### config.mk
export PLATFORM = sky130hd
export DESIGN_NAME = dram_bank_scheduler
export DESIGN_NICKNAME = d
export VERILOG_FILES = /design/src/rtl/dram_sched_pkg.sv /design/src/rtl/rr_arbiter.sv /design/src/rtl/dram_bank_scheduler.sv
export SDC_FILE = /design/constraint.sdc
export NUM_CORES = 1
export LEC_CHECK = 0
export CORE_UTILIZATION = 56
export CTS_CLUSTER_SIZE = 20
export DETAILED_ROUTE_END_ITERATION = 16
export PLACE_DENSITY = 0.89
export SYNTH_ARGS = -nofsm -noshare
export SYNTH_HDL_FRONTEND = slang
export SYNTH_SLANG_ARGS = --single-unit
### constraint.sdc
create_clock -name clk -period 7.2 [get_ports clk]
set_input_delay 1.08 -clock clk [delete_from_list [all_inputs] [get_ports clk]]
set_output_delay 1.08 -clock clk [all_outputs]
set_load 0.005 [all_outputs]
### src/rtl/dram_sched_pkg.sv
// Shared command encodings, scheduler state type and address-field helpers.
package dram_sched_pkg;

  localparam logic [1:0] CMD_NOP = 2'b00;
  localparam logic [1:0] CMD_ACT = 2'b01;
  localparam logic [1:0] CMD_RW  = 2'b10;
  localparam logic [1:0] CMD_PRE = 2'b11;

  typedef enum logic [2:0] {
    StIdle,
    StPre,
    StWaitRp,
    StAct,
    StWaitRcd,
    StAccess
  } state_e;

  // Extract a width-bit field starting at lsb; callers cast down to the field width.
  function automatic logic [31:0] field_slice(logic [31:0] addr, int unsigned lsb,
                                              int unsigned width);
    return (addr >> lsb) & ((32'd1 << width) - 32'd1);
  endfunction

endpackage

### src/rtl/rr_arbiter.sv
// Combinational round-robin pick: first asserted request at or after ptr, wrapping.
module rr_arbiter #(
  parameter int unsigned NUM_REQ = 8
) (
  input  logic [NUM_REQ-1:0]         req,
  input  logic [$clog2(NUM_REQ)-1:0] ptr,
  output logic [$clog2(NUM_REQ)-1:0] grant_id,
  output logic                       any_valid
);

  localparam int unsigned IW = $clog2(NUM_REQ);

  logic [IW-1:0] idx;

  // Walk offsets from farthest to nearest so the nearest valid index wins.
  always_comb begin
    grant_id  = '0;
    any_valid = 1'b0;
    idx       = '0;
    for (int i = NUM_REQ - 1; i >= 0; i--) begin
      idx = IW'((32'(ptr) + 32'(i)) % NUM_REQ);
      if (req[idx]) begin
        grant_id  = idx;
        any_valid = 1'b1;
      end
    end
  end

endmodule

### src/rtl/dram_bank_scheduler.sv
// Round-robin DRAM request scheduler with per-bank open-row tracking and
// PRECHARGE/ACTIVATE/READ-WRITE sequencing under tRP/tRCD spacing.
module dram_bank_scheduler
  import dram_sched_pkg::*;
#(
  parameter int unsigned NUM_REQ         = 8,
  parameter int unsigned NUMBER_OF_BANKS = 8,
  parameter int unsigned NUMBER_OF_ROWS  = 128,
  parameter int unsigned NUMBER_OF_COLS  = 8,
  parameter int unsigned L2_REQ_WIDTH    = 13,
  parameter int unsigned T_RP            = 2,
  parameter int unsigned T_RCD           = 2
) (
  input  logic                               clk,
  input  logic                               rst_b,
  input  logic [NUM_REQ-1:0]                 req_valid,
  input  logic [NUM_REQ*L2_REQ_WIDTH-1:0]    req_addr,
  input  logic [NUM_REQ-1:0]                 req_rw,
  output logic [NUM_REQ-1:0]                 req_ready,
  output logic [1:0]                         cmd,
  output logic [$clog2(NUMBER_OF_BANKS)-1:0] cmd_bank,
  output logic [$clog2(NUMBER_OF_ROWS)-1:0]  cmd_row,
  output logic [$clog2(NUMBER_OF_COLS)-1:0]  cmd_col,
  output logic                               cmd_rw,
  output logic [$clog2(NUM_REQ)-1:0]         cmd_req_id,
  output logic                               busy
);

  localparam int unsigned BW = $clog2(NUMBER_OF_BANKS);
  localparam int unsigned RW = $clog2(NUMBER_OF_ROWS);
  localparam int unsigned CW = $clog2(NUMBER_OF_COLS);
  localparam int unsigned IW = $clog2(NUM_REQ);

  state_e state_q, state_d;
  logic [7:0] wait_q, wait_d;

  logic [IW-1:0] rr_ptr_q;
  logic [IW-1:0] grant_id;
  logic          any_valid;

  logic [L2_REQ_WIDTH-1:0] sel_addr;
  logic [BW-1:0]           sel_bank;
  logic [RW-1:0]           sel_row;
  logic [CW-1:0]           sel_col;

  logic [IW-1:0] id_q;
  logic [BW-1:0] bank_q;
  logic [RW-1:0] row_q;
  logic [CW-1:0] col_q;
  logic          rw_q;

  logic [NUMBER_OF_BANKS-1:0] open_q;
  logic [RW-1:0]              open_row_q [NUMBER_OF_BANKS];

  logic latch_en;

  rr_arbiter #(
    .NUM_REQ (NUM_REQ)
  ) u_rr_arbiter (
    .req       (req_valid),
    .ptr       (rr_ptr_q),
    .grant_id  (grant_id),
    .any_valid (any_valid)
  );

  assign sel_addr = req_addr[grant_id*L2_REQ_WIDTH +: L2_REQ_WIDTH];
  assign sel_bank = BW'(field_slice(32'(sel_addr), RW + CW, BW));
  assign sel_row  = RW'(field_slice(32'(sel_addr), CW, RW));
  assign sel_col  = CW'(field_slice(32'(sel_addr), 0, CW));
  assign latch_en = (state_q == StIdle) && any_valid;

  // Next-state selection and Moore command outputs.
  always_comb begin
    state_d    = state_q;
    wait_d     = wait_q;
    cmd        = CMD_NOP;
    cmd_bank   = '0;
    cmd_row    = '0;
    cmd_col    = '0;
    cmd_rw     = 1'b0;
    cmd_req_id = '0;
    req_ready  = '0;
    busy       = 1'b1;
    if (state_q != StIdle) begin
      cmd_bank   = bank_q;
      cmd_row    = row_q;
      cmd_col    = col_q;
      cmd_req_id = id_q;
    end
    unique case (state_q)
      StIdle: begin
        busy = 1'b0;
        if (any_valid) begin
          if (open_q[sel_bank] && (open_row_q[sel_bank] == sel_row)) begin
            state_d = StAccess;
          end else if (open_q[sel_bank]) begin
            state_d = StPre;
          end else begin
            state_d = StAct;
          end
        end
      end
      StPre: begin
        cmd = CMD_PRE;
        if (T_RP > 1) begin
          state_d = StWaitRp;
          wait_d  = 8'(T_RP - 2);
        end else begin
          state_d = StAct;
        end
      end
      StWaitRp: begin
        if (wait_q == '0) state_d = StAct;
        else              wait_d  = wait_q - 8'd1;
      end
      StAct: begin
        cmd = CMD_ACT;
        if (T_RCD > 1) begin
          state_d = StWaitRcd;
          wait_d  = 8'(T_RCD - 2);
        end else begin
          state_d = StAccess;
        end
      end
      StWaitRcd: begin
        if (wait_q == '0) state_d = StAccess;
        else              wait_d  = wait_q - 8'd1;
      end
      StAccess: begin
        cmd             = CMD_RW;
        cmd_rw          = rw_q;
        req_ready[id_q] = 1'b1;
        state_d         = StIdle;
      end
      default: state_d = StIdle;
    endcase
  end

  // FSM state and wait counter.
  always_ff @(posedge clk or negedge rst_b) begin
    if (!rst_b) begin
      state_q <= StIdle;
      wait_q  <= '0;
    end else begin
      state_q <= state_d;
      wait_q  <= wait_d;
    end
  end

  // Capture the winning request once; it is not re-sampled afterwards.
  always_ff @(posedge clk or negedge rst_b) begin
    if (!rst_b) begin
      id_q   <= '0;
      bank_q <= '0;
      row_q  <= '0;
      col_q  <= '0;
      rw_q   <= 1'b0;
    end else if (latch_en) begin
      id_q   <= grant_id;
      bank_q <= sel_bank;
      row_q  <= sel_row;
      col_q  <= sel_col;
      rw_q   <= req_rw[grant_id];
    end
  end

  // Round-robin pointer moves past the requester just completed.
  always_ff @(posedge clk or negedge rst_b) begin
    if (!rst_b) begin
      rr_ptr_q <= '0;
    end else if (state_q == StAccess) begin
      rr_ptr_q <= (id_q == IW'(NUM_REQ - 1)) ? '0 : id_q + 1'b1;
    end
  end

  // Bank table: PRECHARGE closes the bank, ACTIVATE opens it on the latched row.
  always_ff @(posedge clk or negedge rst_b) begin
    if (!rst_b) begin
      open_q <= '0;
      for (int b = 0; b < NUMBER_OF_BANKS; b++) open_row_q[b] <= '0;
    end else if (state_q == StPre) begin
      open_q[bank_q] <= 1'b0;
    end else if (state_q == StAct) begin
      open_q[bank_q]     <= 1'b1;
      open_row_q[bank_q] <= row_q;
    end
  end

endmodule

After elaboration in Yosys (flattened, before gate mapping):

Index checks and enable logic that the tools add are counted.

* add/sub/neg operators: 9
* shift-type cells: 1
* equality and inequality tests: 11
* reduce and logical (&&, ||, !) cells: 15
* multipliers: 1
* magnitude comparators: 17
* mux-type cells: 65
* bitwise operators: 6

Operator list (number)
* indexed part select 104 x 8 -> 13 bit: 1
* bitwise mux 56 bit: 1
* less-than comparator 3 x 4 -> 1 bit, second input constant: 12
* 2-to-1 mux 3 bit: 16
* 2-to-1 mux 8 bit: 4
* binary-select mux 1 bit (select 3 bit): 10
* 2-to-1 mux 7 bit: 4
* 2-to-1 mux 1 bit: 22
* binary-select mux 7 bit (select 3 bit): 1
* demux 7 bit (select 3 bit): 1
* one-hot mux 8 bit (2 select lines): 1
* one-hot mux 3 bit (5 select lines): 1
* adder 3 bit, second input constant: 4
* equality test 3 bit, second input constant: 3
* bitwise AND 8 bit: 1
* greater-or-equal comparator 4 bit, second input constant: 2
* logical NOT 8 bit: 1
* inequality test 2 bit, second input constant: 4
* NOT 3 -> 4 bit: 2
* NOT 8 bit: 1
* bitwise OR 8 bit: 1
* subtractor 8 x 1 -> 8 bit, second input constant: 1
* equality test 7 bit: 1
* multiplier 3 x 4 -> 7 bit, second input constant: 1
* 17 further kinds: 29

* output and inout bits: 28
* bits of input ports: 122
* register bits: 95

Logic depth before layout (Yosys ltp):

Gate-level depths: netlist of run 1.

* word-level depth: 22
* gate-level depth with buffers: 21

Modules after synthesis:

A second synthesis of run 1 with hierarchy kept.

* cells, all modules: 553
* area, all modules: 6241.0 µm²

Modules (own cells, without submodules)
* dram_bank_scheduler: times used 1, seq. area each 2377.3 µm², cells an instance 463, area each 5459.0 µm²
* rr_arbiter: times used 1, seq. area each 0.0 µm², cells an instance 90, area each 782.0 µm²

Least setup slack after synthesis of run 1:

Ideal clock, no wire load.

* kind: register to register
* from: register rr_ptr_q[1]
* to: register state_q[2]
* period minus slack after synthesis: 4.535 ns
* data arrival time: 4.459 ns
* required time: 7.124 ns
* cell stages (with the launch flop): 21
* slack: 2.665 ns
* cell sequence: dfrtp_1 -> buf_6 -> buf_6 -> inv_1 -> ha_1 -> buf_6 -> mux2i_1 -> mux2i_1 -> o221ai_1 -> a21oi_1 -> a2111oi_0 -> a211o_1 -> buf_6 -> mux4_2 -> mux2i_1 -> buf_4 -> mux2i_1 -> mux2i_1 -> nor4_2 -> nand4_1 -> o21ai_1

* word-level cells in the longest chain between the ends: 22

Ends and longest elaborated chain
* start: declaration: line dram_bank_scheduler.sv:37 `logic [IW-1:0] rr_ptr_q;`
* start signal: assignment: line dram_bank_scheduler.sv:172 `rr_ptr_q <= (id_q == IW'(NUM_REQ - 1)) ? '0 : id_q + 1'b1;`
* adder 3 bit: line rr_arbiter.sv:21 `idx = IW'((32'(ptr) + 32'(i)) % NUM_REQ);`
* binary-select mux 1 bit (select 3 bit): line rr_arbiter.sv:22 `if (req[idx]) begin`
* 2-to-1 mux 1 bit (not written as such): line rr_arbiter.sv:22
* 2-to-1 mux 3 bit (8 in a row): line rr_arbiter.sv:22
* multiplier 3 x 4 -> 7 bit: line dram_bank_scheduler.sv:66 `assign sel_addr = req_addr[grant_id*L2_REQ_WIDTH +: L2_REQ_WIDTH];`
* indexed part select 104 x 8 -> 13 bit: line dram_bank_scheduler.sv:66
* NOT 3 -> 4 bit (not written as such): line dram_bank_scheduler.sv:94 `if (open_q[sel_bank] && (open_row_q[sel_bank] == sel_row)) begin`
* binary-select mux 7 bit (select 3 bit): line dram_bank_scheduler.sv:94
* 2-to-1 mux 7 bit (not written as such) (2 in a row): line dram_bank_scheduler.sv:94
* equality test 7 bit: line dram_bank_scheduler.sv:94
* logical AND 1 bit: line dram_bank_scheduler.sv:94
* 2-to-1 mux 3 bit: line dram_bank_scheduler.sv:94
* 2-to-1 mux 3 bit: line dram_bank_scheduler.sv:93 `if (any_valid) begin`
* one-hot mux 3 bit (5 select lines): line dram_bank_scheduler.sv:90 `unique case (state_q)`
* end signal: assignment: line dram_bank_scheduler.sv:142 `state_q <= StIdle;`
* end signal: assignment: line dram_bank_scheduler.sv:145 `state_q <= state_d;`
* end: declaration: line dram_bank_scheduler.sv:34 `state_e state_q, state_d;`

Parallel ways exist; a longest one is shown, timed or not. The select of a mux whose other input is x is not followed.
A chain may end at the register's enable or synchronous reset.

Worst setup path in the final report of run 1:

Ends and elaborated chain as after synthesis.

==> results of run 1 <==
-- stage by stage --
stage	std cells	setup slack, ns	instance area [um^2]	hold slack [ns]	utilization (%)
after global routing	949	1.05	8590	0.525	74.3
after CTS	949	1.61	8590	0.505	74.3
final	949	1.48	8590	0.501	74.3
after floorplan	675	2.67	6710	0.448	-
after global placement	933	1.58	8270	0.464	71.5
after detailed placement	933	1.49	8270	0.495	71.5
-- cell type report --
type | instances | area share, %
multi-input combinational | 522 | 47.6
sequential | 95 | 27.7
timing repair buffer | 162 | 18.5
clock buffer | 9 | 2.62
tap | 143 | 2.08
clock inverter | 7 | 1.05
inverter | 11 | 0.481
-- synthesized netlist by cell type (3+ instances only) --
cell / n
a2111oi_0: 4
a211oi_1: 25
a21o_1: 3
a21oi_1: 38
a221oi_1: 8
a31oi_1: 4
and2_1: 15
buf_1: 11
buf_2: 13
buf_4: 5
buf_6: 4
clkbuf_1: 14
dfrtp_1: 95
ha_1: 6
inv_1: 9
mux2_2: 81
mux2i_1: 81
mux4_2: 12
nand2_1: 35
nand2b_1: 7
nand3_1: 32
nand4_1: 9
nor2_1: 54
nor2b_1: 19
nor3_1: 14
nor3b_1: 3
o21ai_0: 24
or3_1: 3
xnor2_1: 11
xor2_1: 5
-- worst paths after layout --
path                        startpoint  slack (ns)  depth (start not counted)       endpoint
min                          wait_q[0]        0.50                          1      wait_q[0]
min reg2reg                  wait_q[0]        0.50                          1      wait_q[0]
max reg2reg                rr_ptr_q[1]        1.48                         18     state_q[2]
min in group asynchronous        rst_b        0.61                          1  open_row_q[3]
max                        rr_ptr_q[1]        1.48                         18     state_q[2]
max in group asynchronous        rst_b        5.35                          2       col_q[2]
-- metal layers --
metal | routed length [um] | share of wire, % | vias up
li1 | - | - | 2742
met1 | 7930 | 41 | 2940
met2 | 10100 | 52 | 247
met3 | 971 | 5.0 | 46
met4 | 501 | 2.6 | 0
met5 | 0 | 0 | -
-- sequential cells by signal, indices dropped and copies added, names as in the netlist, named ones only --
| name | flops |
|---|---|
| col_q | 3 |
| state_q | 3 |
| open_row_q | 56 |
| bank_q | 3 |
| id_q | 3 |
| wait_q | 8 |
| row_q | 7 |
| rr_ptr_q | 3 |
| rw_q | 1 |
-- worst reg2reg max path, cell delays in order (launching register included) --
cell	delay, ns
dfrtp_1	0.33
buf_4	0.29
inv_1	0.16
ha_1	0.68
mux2i_1	0.46
mux2i_1	0.13
o221ai_1	0.45
a21oi_1	0.14
a2111oi_0	0.40
a211o_1	0.39
mux4_2	0.59
mux2i_4	0.16
buf_4	0.47
mux2i_1	0.27
nand3_1	0.10
nand4_1	0.14
xor2_1	0.20
nand4_1	0.16
o21ai_1	0.14
-- cells by family (layout without fill, tap and decap cells) --
family	count (synthesis)	after routing	synth area share, %
and+or+nand+nor	200	200	14.7
muxes	176	176	30.2
AOI/OAI and AO/OA	123	123	12.0
DFF	95	95	35.4
buffers and inverters	58	189	4.21
xor gates and xnor gates	17	17	2.33
adders and majority gates	6	6	1.12
-- cell usage in the layout, fill, tap and decap left out, types with 4 or more instances in the layout --
cell type        netlist  routed
nor3_1                14      14
and2_1                15      15
o21ai_0               24      24
mux4_2                12      12
xnor2_1               11      11
nand2b_1               7       7
a2111oi_0              4       4
mux2i_1               81      80
xor2_1                 5       5
a21oi_1               38      38
nand3_1               32      32
buf_4                  5      14
mux2_2                81      81
a211oi_1              25      25
nor2b_1               19      19
dfrtp_1               95      95
inv_1                  9       9
nand2_1               35      34
clkdlybuf4s50_1        0     148
ha_1                   6       6
nand4_1                9       9
nor2_1                54      54
clkbuf_16              0       9
a221oi_1               8       8
==> results.toml, run 1 <==
[floorplan]
fp.dieH_um = 111
fp.coreArea_um2 = 11600
io-pin-count = 150
initial_core_util_pct = 58.0
die_w_um = 111
rows = 39
dieArea_um2 = 12400

[clock_tree]
cts_tree = "done"
clk_latency_ns = 0.35
cts-resized-gates = 0
clk_transition_reported_paths_ns = 0.07
cts_setup_buffers = 0
cts_buffers = 9
cts_hold_buf = 0
cts_sinks = 95
cts_buffer_depth = 2
cts_root_buffer = "clkbuf_16"
htreeDepth = 3

[timing]
finClkSkew_ns = 0.0100
period_needed_ns = 5.72
finalSetupTns_ns = 0
final.period_utilization_pct = 79.4
rsz0062_at_grt = "false"
hold_viol_final = 0
slew_headroom_pct = 32.2
setup_violations = 0
maxSlewViolCount = 0
fmax_mhz = 175
worst_pin_slew_ns = 1.02

[status]
failed_checks = "DRC"
status = "finished with violations"

[final_layout]
seq_area_um2 = 2380
multiInputGateArea_um2 = 4090
fin_nets = 929
fill_cells = 815
syn2layout_area_growth_pct = 27.9
drive_above_1_share_pct = 16.6
antenna-diode-count = 0

[worst_setup_path]
cp_num_buf_inv = 3
cp_top_family = "multiplexers"
cp.required_ns = 7.47
path_common_cell = "mux2i_1"
path_max_fanout = 31
path_cells = "buf_4 -> inv_1 -> ha_1 -> mux2i_1 -> mux2i_1 -> o221ai_1 -> a21oi_1 -> a2111oi_0 -> a211o_1 -> mux4_2 -> mux2i_4 -> buf_4 -> mux2i_1 -> nand3_1 -> nand4_1 -> xor2_1 -> nand4_1 -> o21ai_1"
cp-start-kind = "register"
cp.arrival_ns = 5.99
end_kind = "register"
critical_path_class = "register to register"
slowest_delay_ns = 0.68
cpMaxStageDelayCell = "ha_1"

[synth]
synth-main-ff-cell = "dfrtp_1"
ys_types = 55
synth.avg_cell_area_um2 = 9.94
syn_inst = 675
yosysTopAreaCellShare_pct = 35.4
async_flop_share_pct = 100
synth_area_leaders = "dfrtp_1 35%, mux2_2 14%, mux2i_1 12%, mux4_2 4.0%, nor2_1 3.0%"
netlist_area_um2 = 6710
synth_edf_count = 0
ys_ff_latch = 95
yosysWarningCount = 0
ys_seq_area_share_pct = 35.4
syn-num-nets = 803
yosysTopAreaCell = "dfrtp_1"

[global_route]
grt_first_pass_wirelength_um = 31100
first_global_vias = 5887
grt_start_max_net_pins = 75
gr-usage-all-layers_pct = 31.8
grtUsageMet1_pct = 40.6
top_usage_layer = "met2"
gr-total-overflow = 0
globalRouteMet3Util_pct = 4.25
antenna_found_initial = 0
met2_usage_pct = 56.0

[detailed_routing]
dr.pass1.iters = 11
vias_per_cell = 6.30
wl_per_cell_um = 20.5
drcViolationCount = 7
drt_iter0_markers = 502
ant_nets = 0
routed_wl_um = 19500
via_count = 5975

[placement]
io_buffers = 149
hpwl_um = 14000
gp_congestion = 0.859

[worst_hold_path]
hold_class = "register to register"

[run]
drv_cap = 0
Power of run 1 is left out: the tool's default activity adds up to more than one toggle a clock period on the data nets, which glitch-free logic cannot reach.
==> inputs of run 2 (changes only) <==
--- a/config.mk
+++ b/config.mk
@@ -5,10 +5,10 @@
 export SDC_FILE = /design/constraint.sdc
 export NUM_CORES = 1
 export LEC_CHECK = 0
-export CORE_UTILIZATION = 56
+export CORE_UTILIZATION = 52
 export CTS_CLUSTER_SIZE = 20
 export DETAILED_ROUTE_END_ITERATION = 16
-export PLACE_DENSITY = 0.89
+export PLACE_DENSITY = 0.84
 export SYNTH_ARGS = -nofsm -noshare
 export SYNTH_HDL_FRONTEND = slang
 export SYNTH_SLANG_ARGS = --single-unit
==> constraint.sdc (replaced) <==
create_clock -name clk -period 5.66 [get_ports clk]
set_input_delay 0.849 -clock clk [delete_from_list [all_inputs] [get_ports clk]]
set_output_delay 0.849 -clock clk [all_outputs]
set_load 0.005 [all_outputs]
==> results.toml, run 2 (synthesized netlist as in run 1, its figures left out) <==
[timing]
hold_viol_final = 0
period_needed_ns = 5.16
rsz0062_at_grt = "false"
whs_ns = 0.429
maxSlewViolCount = 0
worst_slack_ns = 0.502
finClkSkew_ns = 0.0105
slew_headroom_pct = 32.4
worst_pin_slew_ns = 1.01
finalSetupTns_ns = 0
setup_violations = 0
final.period_utilization_pct = 91.1
fmax_mhz = 194

[floorplan]
fp.coreArea_um2 = 12600
dieArea_um2 = 13400
rows = 41
io-pin-count = 150
die_w_um = 116
initial_core_util_pct = 53.2
fp.dieH_um = 116

[final_layout]
mostFrequentLayoutCells = "148 x clkdlybuf4s50_1, 95 x dfrtp_1, 81 x mux2_2"
layout_commonest_cell = "clkdlybuf4s50_1"
fin_nets = 930
antenna-diode-count = 0
fill_cells = 981
largest_register = "open_row_q"
largest_reg_flops = 56
reg.largest.list = "open_row_q: 56 flops, wait_q: 8 flops, row_q: 7 flops"
design_area_um2 = 8630
syn2layout_area_growth_pct = 28.6
drive_above_1_share_pct = 16.7

[detailed_routing]
wl_per_cell_um = 19.8
routed_wl_um = 19400
via_count = 5919
vias_per_cell = 6.05
dr.pass1.iters = 5
drcViolationCount = 0
drt_iter0_markers = 472
ant_nets = 0

[worst_hold_path]
hold_class = "input pin to async pin"

[clock_tree]
cts_hold_buf = 0
htreeDepth = 3
clk_latency_ns = 0.35
cts_sinks = 95
cts-resized-gates = 0
cts_setup_buffers = 0
clk_transition_reported_paths_ns = 0.07
cts_buffer_depth = 2
cts_tree = "done"
cts_root_buffer = "clkbuf_16"
cts_buffers = 9

[placement]
placed_area_um2 = 8330
place_ws_ns = 0.399
gp_congestion = 0.921
hpwl_um = 14400
io_buffers = 149

[global_route]
grt_start_max_net_pins = 63
gr-usage-all-layers_pct = 30.1
grt_first_pass_wirelength_um = 30600
grtUsageMet1_pct = 39.0
met2_usage_pct = 49.9
gr-total-overflow = 0
antenna_found_initial = 0
globalRouteMet3Util_pct = 4.45
top_usage_layer = "met2"
first_global_vias = 5831

[worst_setup_path]
cp-start-kind = "register"
cp.required_ns = 5.93
critical_path_class = "register to register"
cp.arrival_ns = 5.43
path_max_fanout = 14
end_kind = "register"

[status]
status = "finished, final reports clean"

[run]
drv_cap = 0
run 2: changes by cell type in the layout (fill, tap and decap cells not counted), sizes merged:
| cell | delta |
|---|---|
| clkinv | +2 |
| bufinv | -1 |
| clkbuf | +1 |
| inv | -1 |
| buf | +1 |
| clkinvlp | -1 |
run 2: through the flow:
step	instances	utilization, %
detailed placement	963	66.0
global route	979	68.4
floorplan	675	-
global placement	963	66.0
CTS	979	68.4
finish	979	68.4
run 2: metal layers:
| layer | part of all wire [%] | up-vias |
|---|---|---|
| li1 | - | 2738 |
| met1 | 42 | 2884 |
| met2 | 49 | 245 |
| met3 | 5.6 | 52 |
| met4 | 4.0 | 0 |
| met5 | 0 | - |
run 2: area by class of cell:
| class | instances | area, um^2 | area share [%] |
|---|---|---|---|
| clock buffer | 10 | 239 | 2.77 |
| sequential | 95 | 2380 | 27.5 |
| timing repair buffer | 163 | 1610 | 18.6 |
| tap | 172 | 215 | 2.49 |
| clock inverter | 6 | 65.1 | 0.754 |
| inverter | 11 | 41.3 | 0.478 |
| multi-input combinational | 522 | 4090 | 47.4 |
run 2: worst paths after layout:
check / startpoint / to / slack, ns / cells after the start
worst max-delay path: rr_ptr_q[0] / state_q[2] / 0.50 / 16
worst min-delay path: rst_b / open_row_q[45] / 0.43 / 1
max in group asynchronous: rst_b / row_q[0] / 4.12 / 2
worst min register to register: open_row_q[21] / open_row_q[21] / 0.51 / 1
worst max register to register: rr_ptr_q[0] / state_q[2] / 0.50 / 16
min in group clk: open_row_q[21] / open_row_q[21] / 0.51 / 1
run 2: worst max-delay path: stages, from the launching register on:
cell and delay [ns]:
dfrtp_1 0.35, clkinv_1 0.22, ha_1 0.72, mux2i_1 0.41, mux2i_1 0.13, o221ai_1 0.39, a21oi_1 0.13, a2111oi_0 0.38
a211o_1 0.35, mux4_2 0.65, mux2i_4 0.36, mux2i_1 0.13, mux2i_1 0.16, mux2i_1 0.14, nor4_2 0.31, nand4_1 0.13
o21ai_1 0.13
Power of run 2 is left out for the same reason.
